<file path="config.mk">
export PLATFORM = sky130hd
export DESIGN_NAME = crc_serial_codec_flat
export DESIGN_NICKNAME = d
export VERILOG_FILES = /design/src/rtl/crc_pkg.sv /design/src/rtl/crc_serial_codec_if.sv /design/src/rtl/crc_lfsr_step.sv /design/src/rtl/crc_serial_codec.sv /design/src/flat_wrapper.sv
export SDC_FILE = /design/constraint.sdc
export NUM_CORES = 1
export LEC_CHECK = 0
export ABC_AREA = 1
export CORE_UTILIZATION = 55
export CTS_BUF_LIST = sky130_fd_sc_hd__clkbuf_8
export DETAILED_ROUTE_END_ITERATION = 8
export PLACE_DENSITY = 0.86
export SLEW_MARGIN = 15
export SYNTH_ARGS = -nofsm -noshare
export SYNTH_HDL_FRONTEND = slang
export SYNTH_SLANG_ARGS = --single-unit
</file>
<file path="constraint.sdc">
create_clock -name clk -period 4.33 [get_ports clk]
set_input_delay 0.6495 -clock clk [delete_from_list [all_inputs] [get_ports clk]]
set_output_delay 0.6495 -clock clk [all_outputs]
set_load 0.02 [all_outputs]
</file>
<file path="src/rtl/crc_pkg.sv">
// Shared types and constants for the serial CRC blocks.
package crc_pkg;

    typedef enum logic [1:0] {
        IDLE  = 2'd0,
        SHIFT = 2'd1,
        DONE  = 2'd2
    } state_t;

    localparam logic [2:0]  POLY_CRC3  = 3'b011;
    localparam logic [7:0]  POLY_CRC8  = 8'h07;
    localparam logic [15:0] POLY_CRC16 = 16'h1021;

    localparam logic MODE_ENC = 1'b0;
    localparam logic MODE_CHK = 1'b1;

endpackage

</file>
<file path="src/rtl/crc_serial_codec_if.sv">
// Request/result handshake bundle between the message source and the serial CRC codec.
interface crc_serial_codec_if #(
    parameter int unsigned MSG_W = 7,
    parameter int unsigned CRC_W = 3
) ();
    logic                   in_valid;
    logic                   in_ready;
    logic                   in_mode;
    logic [MSG_W-1:0]       in_msg;
    logic [CRC_W-1:0]       in_crc;
    logic                   out_valid;
    logic                   out_ready;
    logic [MSG_W+CRC_W-1:0] out_code;
    logic [CRC_W-1:0]       out_crc;
    logic                   out_err;
    logic                   busy;

    modport master (
        output in_valid, in_mode, in_msg, in_crc, out_ready,
        input  in_ready, out_valid, out_code, out_crc, out_err, busy
    );

    modport slave (
        input  in_valid, in_mode, in_msg, in_crc, out_ready,
        output in_ready, out_valid, out_code, out_crc, out_err, busy
    );
endinterface

</file>
<file path="src/rtl/crc_lfsr_step.sv">
// Combinational single-bit CRC LFSR update (MSB-first, Galois form).
module crc_lfsr_step
    import crc_pkg::*;
#(
    parameter int unsigned      CRC_W = 3,
    parameter logic [CRC_W-1:0] POLY  = CRC_W'(POLY_CRC3)
) (
    input  logic [CRC_W-1:0] crc,
    input  logic             din,
    output logic [CRC_W-1:0] crc_next_c
);
    logic fb_c;

    assign fb_c = crc[CRC_W-1] ^ din;

    // A 1-bit register has no lower bits to shift, so it just takes the feedback.
    generate
        if (CRC_W == 1) begin : g_w1
            assign crc_next_c = fb_c;
        end else begin : g_wn
            assign crc_next_c = {crc[CRC_W-2:0], 1'b0} ^ (fb_c ? POLY : '0);
        end
    endgenerate

endmodule

</file>
<file path="src/rtl/crc_serial_codec.sv">
// Bit-serial CRC encoder/checker: one word per handshake, shifted MSB-first one bit per clock.
module crc_serial_codec
    import crc_pkg::*;
#(
    parameter int unsigned      MSG_W = 7,
    parameter int unsigned      CRC_W = 3,
    parameter logic [CRC_W-1:0] POLY  = CRC_W'(POLY_CRC3),
    parameter logic [CRC_W-1:0] INIT  = '0
) (
    input  logic                clk,
    input  logic                rst_n,
    crc_serial_codec_if.slave   bus
);
    localparam int unsigned     CNT_W    = (MSG_W > 1) ? $clog2(MSG_W) : 1;
    localparam logic [CNT_W-1:0] CNT_LAST = CNT_W'(MSG_W - 1);

    generate
        if (MSG_W == 0 || CRC_W == 0) begin : g_bad_param
            $error("crc_serial_codec: MSG_W and CRC_W must both be >= 1");
        end
    endgenerate

    state_t           state;
    logic [MSG_W-1:0] msg_q;
    logic             mode_q;
    logic [CRC_W-1:0] rcrc_q;
    logic [CRC_W-1:0] crc_q;
    logic [CNT_W-1:0] count;
    logic [CRC_W-1:0] crc_nxt_c;

    // count runs MSG_W-1 down to 0, so indexing by it walks the word MSB-first.
    crc_lfsr_step #(
        .CRC_W (CRC_W),
        .POLY  (POLY)
    ) u_step (
        .crc        (crc_q),
        .din        (msg_q[count]),
        .crc_next_c (crc_nxt_c)
    );

    always_ff @(posedge clk or negedge rst_n) begin
        if (!rst_n) begin
            state         <= IDLE;
            msg_q         <= '0;
            mode_q        <= MODE_ENC;
            rcrc_q        <= '0;
            crc_q         <= INIT;
            count         <= '0;
            bus.in_ready  <= 1'b1;
            bus.out_valid <= 1'b0;
            bus.out_code  <= '0;
            bus.out_crc   <= '0;
            bus.out_err   <= 1'b0;
            bus.busy      <= 1'b0;
        end else begin
            case (state)
                IDLE: begin
                    if (bus.in_valid && bus.in_ready) begin
                        msg_q        <= bus.in_msg;
                        mode_q       <= bus.in_mode;
                        rcrc_q       <= bus.in_crc;
                        crc_q        <= INIT;
                        count        <= CNT_LAST;
                        bus.in_ready <= 1'b0;
                        bus.busy     <= 1'b1;
                        state        <= SHIFT;
                    end
                end
                SHIFT: begin
                    crc_q <= crc_nxt_c;
                    if (count == '0) begin
                        bus.out_valid <= 1'b1;
                        bus.out_crc   <= crc_nxt_c;
                        bus.out_code  <= {msg_q, crc_nxt_c};
                        bus.out_err   <= (mode_q == MODE_CHK) && (crc_nxt_c != rcrc_q);
                        state         <= DONE;
                    end else begin
                        count <= count - CNT_W'(1);
                    end
                end
                DONE: begin
                    // Result held stable until the consumer takes it.
                    if (bus.out_ready) begin
                        bus.out_valid <= 1'b0;
                        bus.in_ready  <= 1'b1;
                        bus.busy      <= 1'b0;
                        state         <= IDLE;
                    end
                end
                default: state <= IDLE;
            endcase
        end
    end

endmodule

</file>
<file path="src/flat_wrapper.sv">
// flat-port wrapper written by rule: the top's interface ports become plain ports
module crc_serial_codec_flat import crc_pkg::*;
#(
    parameter int unsigned      MSG_W = 7,
    parameter int unsigned      CRC_W = 3,
    parameter logic [CRC_W-1:0] POLY  = CRC_W'(POLY_CRC3),
    parameter logic [CRC_W-1:0] INIT  = '0
)
  (clk, rst_n, bus_in_valid, bus_in_mode, bus_in_msg, bus_in_crc, bus_out_ready, bus_in_ready, bus_out_valid, bus_out_code, bus_out_crc, bus_out_err, bus_busy);
  crc_serial_codec_if #(.MSG_W(MSG_W), .CRC_W(CRC_W)) bus_i ();
  input  logic clk;
  input  logic rst_n;
  input wire logic [$bits(bus_i.in_valid)-1:0] bus_in_valid;
  input wire logic [$bits(bus_i.in_mode)-1:0] bus_in_mode;
  input wire logic [$bits(bus_i.in_msg)-1:0] bus_in_msg;
  input wire logic [$bits(bus_i.in_crc)-1:0] bus_in_crc;
  input wire logic [$bits(bus_i.out_ready)-1:0] bus_out_ready;
  output wire logic [$bits(bus_i.in_ready)-1:0] bus_in_ready;
  output wire logic [$bits(bus_i.out_valid)-1:0] bus_out_valid;
  output wire logic [$bits(bus_i.out_code)-1:0] bus_out_code;
  output wire logic [$bits(bus_i.out_crc)-1:0] bus_out_crc;
  output wire logic [$bits(bus_i.out_err)-1:0] bus_out_err;
  output wire logic [$bits(bus_i.busy)-1:0] bus_busy;
  assign bus_i.in_valid = bus_in_valid;
  assign bus_i.in_mode = bus_in_mode;
  assign bus_i.in_msg = bus_in_msg;
  assign bus_i.in_crc = bus_in_crc;
  assign bus_i.out_ready = bus_out_ready;
  assign bus_in_ready = bus_i.in_ready;
  assign bus_out_valid = bus_i.out_valid;
  assign bus_out_code = bus_i.out_code;
  assign bus_out_crc = bus_i.out_crc;
  assign bus_out_err = bus_i.out_err;
  assign bus_busy = bus_i.busy;
  crc_serial_codec #(.MSG_W(MSG_W), .CRC_W(CRC_W), .POLY(POLY), .INIT(INIT)) u_core (.clk(clk), .rst_n(rst_n), .bus(bus_i));
endmodule
</file>
=== After elaboration in Yosys (flattened, before gate mapping) ===
Index checks and enable logic that the tools add are counted.

* Register bits after elaboration: 36
* Input bits: 15
* Output and inout port bits: 17
* Logic and storage cells: 57

* Add/sub/neg operators: 1
* Order comparisons: 1
* Equal/unequal tests: 7
* Muxes and demuxes: 20
* Bitwise operators: 2
* Reduce and logical (&&, ||, !) cells: 14

{| class="wikitable"
|+ Operator list
! kind !! count
|-
| 3-bit case mux with 2 select lines || 2
|-
| 3-bit AND reduction || 4
|-
| 3-bit 2-to-1 mux || 3
|-
| 2-bit 2-to-1 mux || 4
|-
| 1-bit 2-to-1 mux || 6
|-
| 1-bit case mux with 2 select lines || 3
|-
| 2-bit case mux with 3 select lines || 1
|-
| 2-bit AND reduction || 3
|-
| 2-bit nonzero test || 3
|-
| 3-bit by 4-bit < comparator with 1-bit output, second input constant || 1
|-
| 2-bit by 1-bit inequality test with 1-bit output, second input constant || 2
|-
| 2-bit inequality test, second input constant || 2
|-
| 1-bit binary-select mux with 3-bit select || 1
|-
| 3-bit logical NOT || 1
|-
| 3-bit inequality test || 1
|-
| 3-bit by 1-bit subtractor with 3-bit output, second input constant || 1
|-
| 3-bit by 2-bit XOR with 3-bit output || 1
|-
| 2-bit by 1-bit equality test with 1-bit output, second input constant || 1
|-
| 2-bit equality test, second input constant || 1
|-
| 1-bit logical AND || 2
|-
| 2-bit logical NOT || 1
|-
| 1-bit XOR || 1
|}

=== Longest topological paths before layout ===
* Depth after elaboration: 7
* Mapped depth: 12
* Depth with buffers taken out: 12

=== Cells and area by module ===
A second synthesis with hierarchy kept.

* Cells, all modules: 182
* Area total of the unflattened synthesis: 1560.2 sq um

{| class="wikitable"
|+ By module, submodules not included
! module !! instances !! cells an instance !! area an instance (sq um) !! seq. area each (sq um)
|-
| crc_serial_codec || 1 || 169 || 1501.4 || 827.0
|-
| crc_lfsr_step || 1 || 13 || 58.8 || 0.0
|}

=== Worst setup path after synthesis ===
OpenSTA, ideal clock, no wires.

* Kind: reg2reg
* From: register u_core.count[0]
* To: register u_core.bus.out_code[2]
* Setup time: 0.131 ns
* Arrival: 1.260 ns
* Required time: 4.199 ns
* Slack: 2.939 ns
* Cell stages (with the launch flop): 9
* Buffers on the path: 1
* Period minus slack after synthesis: 1.391 ns
* Cells stage by stage: dfrtp_1 -> inv_2 -> ha_1 -> inv_1 -> nor2_1 -> nand2_1 -> clkbuf_1 -> nand2_1 -> o21ai_0

* Longest elaborated chain between the ends: 2

{| class="wikitable"
|+ RTL lines
! item !! line !! RTL
|-
| start: declaration || crc_serial_codec.sv:28 || <nowiki>logic [CNT_W-1:0] count;</nowiki>
|-
| start signal: assignment || crc_serial_codec.sv:78 || <nowiki>count <= count - CNT_W'(1);</nowiki>
|-
| 3-bit logical NOT || crc_serial_codec.sv:71 || <nowiki>if (count == '0) begin</nowiki>
|-
| 2-bit AND reduction (no line) || - ||
|-
| end signal: assignment || crc_serial_codec.sv:74 || <nowiki>bus.out_code <= {msg_q, crc_nxt_c};</nowiki>
|-
| end: declaration || crc_serial_codec_if.sv:25 || <nowiki>output in_ready, out_valid, out_code, out_crc, out_err, busy</nowiki>
|}

No other way between the ends.
A chain may end at the register's enable or synchronous reset.

=== Worst setup path after layout ===
* From: register u_core.bus.in_ready
* To: output port bus_in_ready

{| class="wikitable"
|+ RTL lines
! item !! line !! RTL
|-
| start: declaration || crc_serial_codec_if.sv:25 ||
|-
| start signal: assignment || crc_serial_codec.sv:49 || <nowiki>bus.in_ready <= 1'b1;</nowiki>
|-
| start signal: assignment || crc_serial_codec.sv:64 || <nowiki>bus.in_ready <= 1'b0;</nowiki>
|-
| start signal: assignment || crc_serial_codec.sv:85 || <nowiki>bus.in_ready <= 1'b1;</nowiki>
|-
| end: declaration || flat_wrapper.sv:18 || <nowiki>output wire logic [$bits(bus_i.in_ready)-1:0] bus_in_ready;</nowiki>
|}

No word-level cell between the ends.

==> impl_results.md <==
* Status: completed
* Area grow syn2layout at 29.4%
* RSZ-0062 raised after global routing: no
* Filler cells at 176
* Drt first-iter violations at 27
* Total GRT Usage at 26.0%
* Period minus WS final at 2060 ps
* Largest net degree at the start of global routing at 34
* Top-count cell post-synth: nand2_1
* Initial antenna violation count at 0
* Vias in the first global route at 1194
* Main synth FF type: dfrtp_1
* Die H at 53.7 um
* Routed Antenna Nets at 0
* Design Area, Final at 1910 um^2
* Antenna diode count at 0
* Clk sinks at 33
* Synth area leaders: dfrtp_1, nand2_1, o21ai_0, inv_1, nand3_1
* CTS root buf: clkbuf_8
* Crit-path max FO at 3
* Routed wl met2 at 1630 um
* Synth Net Count at 187
* Min-Delay Endpoint: u_core.bus.in_ready
* Setup tns final at 0 ps
* DR WL met3 at 158 um
* First-pass GRT wire length at 5120 um
* Fmax achieved at 484 MHz
* Final hold viol count at 0
* IO buf count at 31
* Ratio of cells with drive above 1 in the final layout at 9.85%
* NetSw at 598 uW
* Reg2Reg Capture Point: u_core.bus.out_code[7]
* Setup Buffers After CTS at 0
* Crit. Startpoint: u_core.bus.in_ready
* Hold path start: u_core.bus.in_ready
* Clock power frac at 19.1%
* Worst Path Buf+Inv at 1
* Req. time, crit path at 3680 ps
* Clk slew on worst S/H paths at 70 ps
* First-pass DRT Iterations at 4
* Slew Limit Fails at 0
* R2R Setup Slk at 2490 ps
* Crit end category: output pin
* Die area at 2890 um^2
* Number of enable flip-flop cells after synthesis at 0
* Asr flop ratio synth at 100%
* DP Wirelength at 2090 um
* Top cell type's share of synthesized area at 54.4%
* IR drop worst, VDD at 0.613 mV
* Die width at 53.7 um
* Placer Congestion at 0.909
* Final setup fails at 0
* R2R Path Start: u_core.count[1]
* Bufs on Longest Clock Path at 2
* Logic pwr share at 45.6%
* Startpoint types: flip-flop
* Sequential share of power at 35.3%
* TritonCTS clock tree: done
* P_int at 908 uW
* Synth Instances at 170
* Top Layer Used: met4
* Max Cap Viol at 0
* Register area share after synthesis at 56.2%
* Worst-Skew Late Latency at 280 ps
* DR WL/cell at 13.1 um
* Setup slack after layout at 2270 ps
* Seq cells post-synth at 33
* Cell accounting for the most synthesized area: dfrtp_1
* Netlist cell types at 20
* PostCTS Resize Cnt at 0
* Worst path cell trace: clkdlybuf4s50_1
* DR vias at 1246
* Crit path arrival time at 1410 ps
* Core Area at 2500 um^2
* Congestion Overflow GR at 0
* Number of buffers created by CTS at 5
* Final #Nets at 219
* Mean post-synth cell area at 8.66 um^2
* Slew margin rel. at 54.0%
* Worst min path class: flip-flop to flip-flop
* Min Hold Slack at 475 ps
* DRC at 0
* Final Skew at 5.56 ps
* Yosys warns at 0
* Worst Tran Pin Value at 688 ps
* Std cell rows at 18
* Worst Hold Depth at 2
* Max H-tree Level at 2
* Reg2Reg Depth at 7
* I/O Pins at 32
* Crit Path Class: flip-flop to output pin
* Placed cell area at 1790 um^2
* Slowest stage delay, CP at 600 ps
* Pre-CTS setup slack at 2090 ps
* Vias/cell at 5.35
* Slowest CP cell: clkdlybuf4s50_1
* Largest delay share family, worst path: buffers and inverters
* Power Total at 1.51 mW
* Hold buffer count at CTS at 0
* Post-Route WL at 3040 um
* Pleak at 0.929 nW
* Starting Density at 58.9%
* PD cells at 790 nW/um^2
* Sw Share at 39.7%
* M1 wire length at 1230 um
* Synth cell count leaders: nand2_1, dfrtp_1, inv_1
* Fin crit share at 47.7%
* Synthesized area at 1470 um^2
==> kinds of logic (layout without fill, tap and decap cells) <==
family,Yosys count,in the layout,synth area share (%)
DFF,33,33,56.2
and+or+nand+nor,78,78,23.7
adders and majority gates,2,2,1.70
xor gates and xnor gates,1,1,0.595
buffers and inverters,30,63,8.50
AOI/OAI and AO/OA,26,26,9.35
==> sequential cells by signal (all words and copies together), names as in the netlist <==
name / cells
u_core.bus.busy: 1
u_core.bus.in_ready: 1
u_core.bus.out_code: 8
u_core.bus.out_crc: 2
u_core.bus.out_err: 1
u_core.bus.out_valid: 1
u_core.count: 3
u_core.crc_q: 3
u_core.mode_q: 1
u_core.msg_q: 7
u_core.rcrc_q: 3
u_core.state: 2
==> area by class of cell <==
| cell class | instances | area (um^2) | area share [%] |
|---|---|---|---|
| inverters | 23 | 86.3 | 4.53 |
| clock buffers | 6 | 82.6 | 4.33 |
| repair buffers | 32 | 318 | 16.7 |
| multi-input cells | 107 | 520 | 27.3 |
| flip-flops and latches | 33 | 827 | 43.4 |
| clock inverters | 2 | 33.8 | 1.77 |
| well taps | 30 | 37.5 | 1.97 |
==> cell usage in the layout, fill, tap and decap left out <==
master,count
buf_4,1
nor2_2,1
o22ai_1,3
xnor2_1,1
o21ai_1,1
o21ai_0,20
nand2_2,4
dfstp_2,1
dfrtp_1,32
o31ai_1,1
ha_1,2
inv_2,2
inv_1,22
clkbuf_8,6
clkdlybuf4s50_1,31
bufinv_16,1
nand3_1,15
nand2_1,46
a31oi_1,1
nand3_2,4
nor2_1,8
==> how the worst max path moves through the flow <==
stage	slack, ps	cells past startpoint	endpoint
2_1_floorplan	2940	8	u_core.bus.out_code[2]
3_3_place_gp	2170	7	u_core.count[1]
3_5_place_dp	2090	7	u_core.count[1]
4_1_cts	2250	1	bus_in_ready
5_1_grt	2210	7	u_core.count[1]
6_report	2270	1	bus_in_ready
==> power by group through the flow <==
| stage | Clock (mW) | Sequential, mW | Combinational, mW |
|---|---|---|---|
| after floorplan | 0 | 0.583 | 0.403 |
| after global placement | 0 | 0.525 | 0.646 |
| after detailed placement | 0 | 0.534 | 0.676 |
| after CTS | 0.293 | 0.530 | 0.688 |
| after global routing | 0.306 | 0.548 | 0.775 |
| final | 0.288 | 0.531 | 0.687 |
==> metal layers <==
layer	GRT usage, %	vias up
li1	-	597
met3	7.06	4
met4	10.1	0
met2	44.7	41
met1	30.5	604
met5	0	-
==> metrics by stage <==
step | std cells | util [%]
after global placement | 225 | 71.6
after floorplan | 170 | -
final | 233 | 76.2
after CTS | 233 | 76.2
after detailed placement | 225 | 71.6
after global routing | 233 | 76.2
Note: power is estimated with default switching activity, not from simulation.
==> patch: new RTL, same flow settings <==
Re-encode `state_t` (3 states) as one-hot, 3 bits wide.
--- a/src/rtl/crc_pkg.sv
+++ b/src/rtl/crc_pkg.sv
@@ -2,8 +2,8 @@
 package crc_pkg;
 
-    typedef enum logic [1:0] {
-        IDLE  = 2'd0,
-        SHIFT = 2'd1,
-        DONE  = 2'd2
+    typedef enum logic [2:0] {
+        IDLE  = 3'b001,
+        SHIFT = 3'b010,
+        DONE  = 3'b100
     } state_t;
 
Check against the original RTL: no difference found for any inputs over 10 cycles, from zero or initial values and one cycle with rst_n low; not proved beyond that.
==> patch against the original RTL <==
Maximum frequency down 0.27%; power decreased by 21%; register-to-register slack gained 0.02 ns; sequential cell count increased by 1; area after synthesis is 7.1% higher; largest power group unchanged; critical path depth did not move; largest cell class unchanged; worst setup slack lost 0.0056 ns; routed wire length down 1.4%; global-route usage shrank 3.1 points; cell area rose by 3.6%; first-iteration DRC count down 7.4%.
==> patch: results (changes against the original RTL) <==
Outcome: completed (unchanged)
M2 GR Usage: 37.5% (was 44.7%)
#MultiIn Comb: 108 (was 107)
Maximum VDD drop: 0.446 mV (was 0.613 mV)
Wire length of the first global-routing pass: 5330 um (was 5120 um)
Unique masters post-synth: 29 (was 20)
Relative slew slack: 48.3% (was 54.0%)
Invs w/o clock: 27 (was 23)
Clock buf/inv share: 4.37% (was 6.11%)
Layout non-clock buf frac: 16.1% (was 16.7%)
Post-Syn Area: 1580 sq um (was 1470 sq um)
Share of layout cells above drive strength 1: 13.5% (was 9.85%)
Synth top cells by count: 40 x nand2_1, 32 x dfrtp_1, 22 x inv_1 (was 46 x nand2_1, 32 x dfrtp_1, 21 x inv_1)
Total track usage: 22.9% (was 26.0%)
Post-Syn Nets: 193 (was 187)
Vias in the first global route: 1279 (was 1194)
Synth top area cells: dfrtp_1 51%, nand2_1 9.5%, inv_1 5.2% (was dfrtp_1 54%, nand2_1 12%, o21ai_0 6.8%)
Post-cts sizing count: 0 (unchanged)
DR vias/cell: 5.23 (was 5.35)
Dpl hpwl: 2150 um (was 2090 um)
Placed cells: 232 (was 225)
Fraction of area in multi-input gates: 29.2% (was 27.3%)
GRT met1 Usage: 26.4% (was 30.5%)
Met3 Use GR: 7.96% (was 7.06%)
#FFs+latches synth: 34 (was 33)
Cell Pwr Density: 601 nW/um^2 (was 790 nW/um^2)
DR vias: 1249 (was 1246)
Dpl cell area: 1890 sq um (was 1790 sq um)
RD Place Congestion: 0.837 (was 0.909)
Register area share after synthesis: 54.1% (was 56.2%)
Final #Nets: 225 (was 219)
Proportion of cell area occupied by registers: 43.2% (was 43.4%)
Cells after Synth: 176 (was 170)
Slowest-stage cell, CP: clkdlybuf4s50_1 (unchanged)
Largest net degree at the start of global routing: 35 (was 34)
Skew final: 0.00821 ns (was 0.00556 ns)
Routed wire length: 3000 um (was 3040 um)
Fillers: 219 (was 176)
==> patch: cell count changes after synthesis, moves of 2 or more <==
| cell | before | now |
|---|---|---|
| o21ai_1 | 1 | 14 |
| clkbuf_1 | 3 | 1 |
| nor2_1 | 8 | 5 |
| nor2_2 | 1 | 3 |
| buf_4 | 3 | 5 |
| nand3_1 | 15 | 13 |
| o21ai_0 | 20 | 9 |
| nand2_1 | 46 | 40 |
| inv_2 | 2 | 4 |
==> patch: cells by family (layout without fill, tap and decap cells) <==
kind of cell	after synthesis	in the layout	synth area share, %
XOR/XNOR	2	2	1.11
AND/OR/NAND/NOR	73	73	23.0
adder cells (fa/ha/maj)	2	2	1.59
AO/OA/AOI/OAI	31	31	10.8
buffers and inverters	34	66	9.44
flip-flops	34	34	54.1
==> patch: power by group <==
group          switching [W]  internal [W]
Sequential         0.0000565      0.000414
Combinational       0.000304      0.000185
Clock               0.000103      0.000124
==> patch: worst paths after layout <==
path,start,endpoint,slack (ns),cells after the start
max,u_core.bus.in_ready$_DFFE_PN1P_,bus_in_ready,2.26,1
min,u_core.bus.out_code[6]$_DFFE_PN0P_,u_core.bus.out_code[6]$_DFFE_PN0P_,0.49,2
max reg2reg,u_core.count[0]$_DFFE_PN0P_,u_core.bus.out_err$_DFFE_PN0P_,2.51,8
min reg2reg,u_core.bus.out_code[6]$_DFFE_PN0P_,u_core.bus.out_code[6]$_DFFE_PN0P_,0.49,2
max in group asynchronous,rst_n,u_core.bus.in_ready$_DFFE_PN1P_,3.23,2
min in group asynchronous,rst_n,u_core.msg_q[6]$_DFFE_PN0P_,0.77,2
==> patch: per-layer routing <==
| metal | part of all wire, % | wire length (um) |
|---|---|---|
| met2 | 49 | 1470 |
| met3 | 4.3 | 128 |
| met4 | 2.3 | 70 |
| met1 | 44 | 1330 |
| met5 | 0 | 0 |
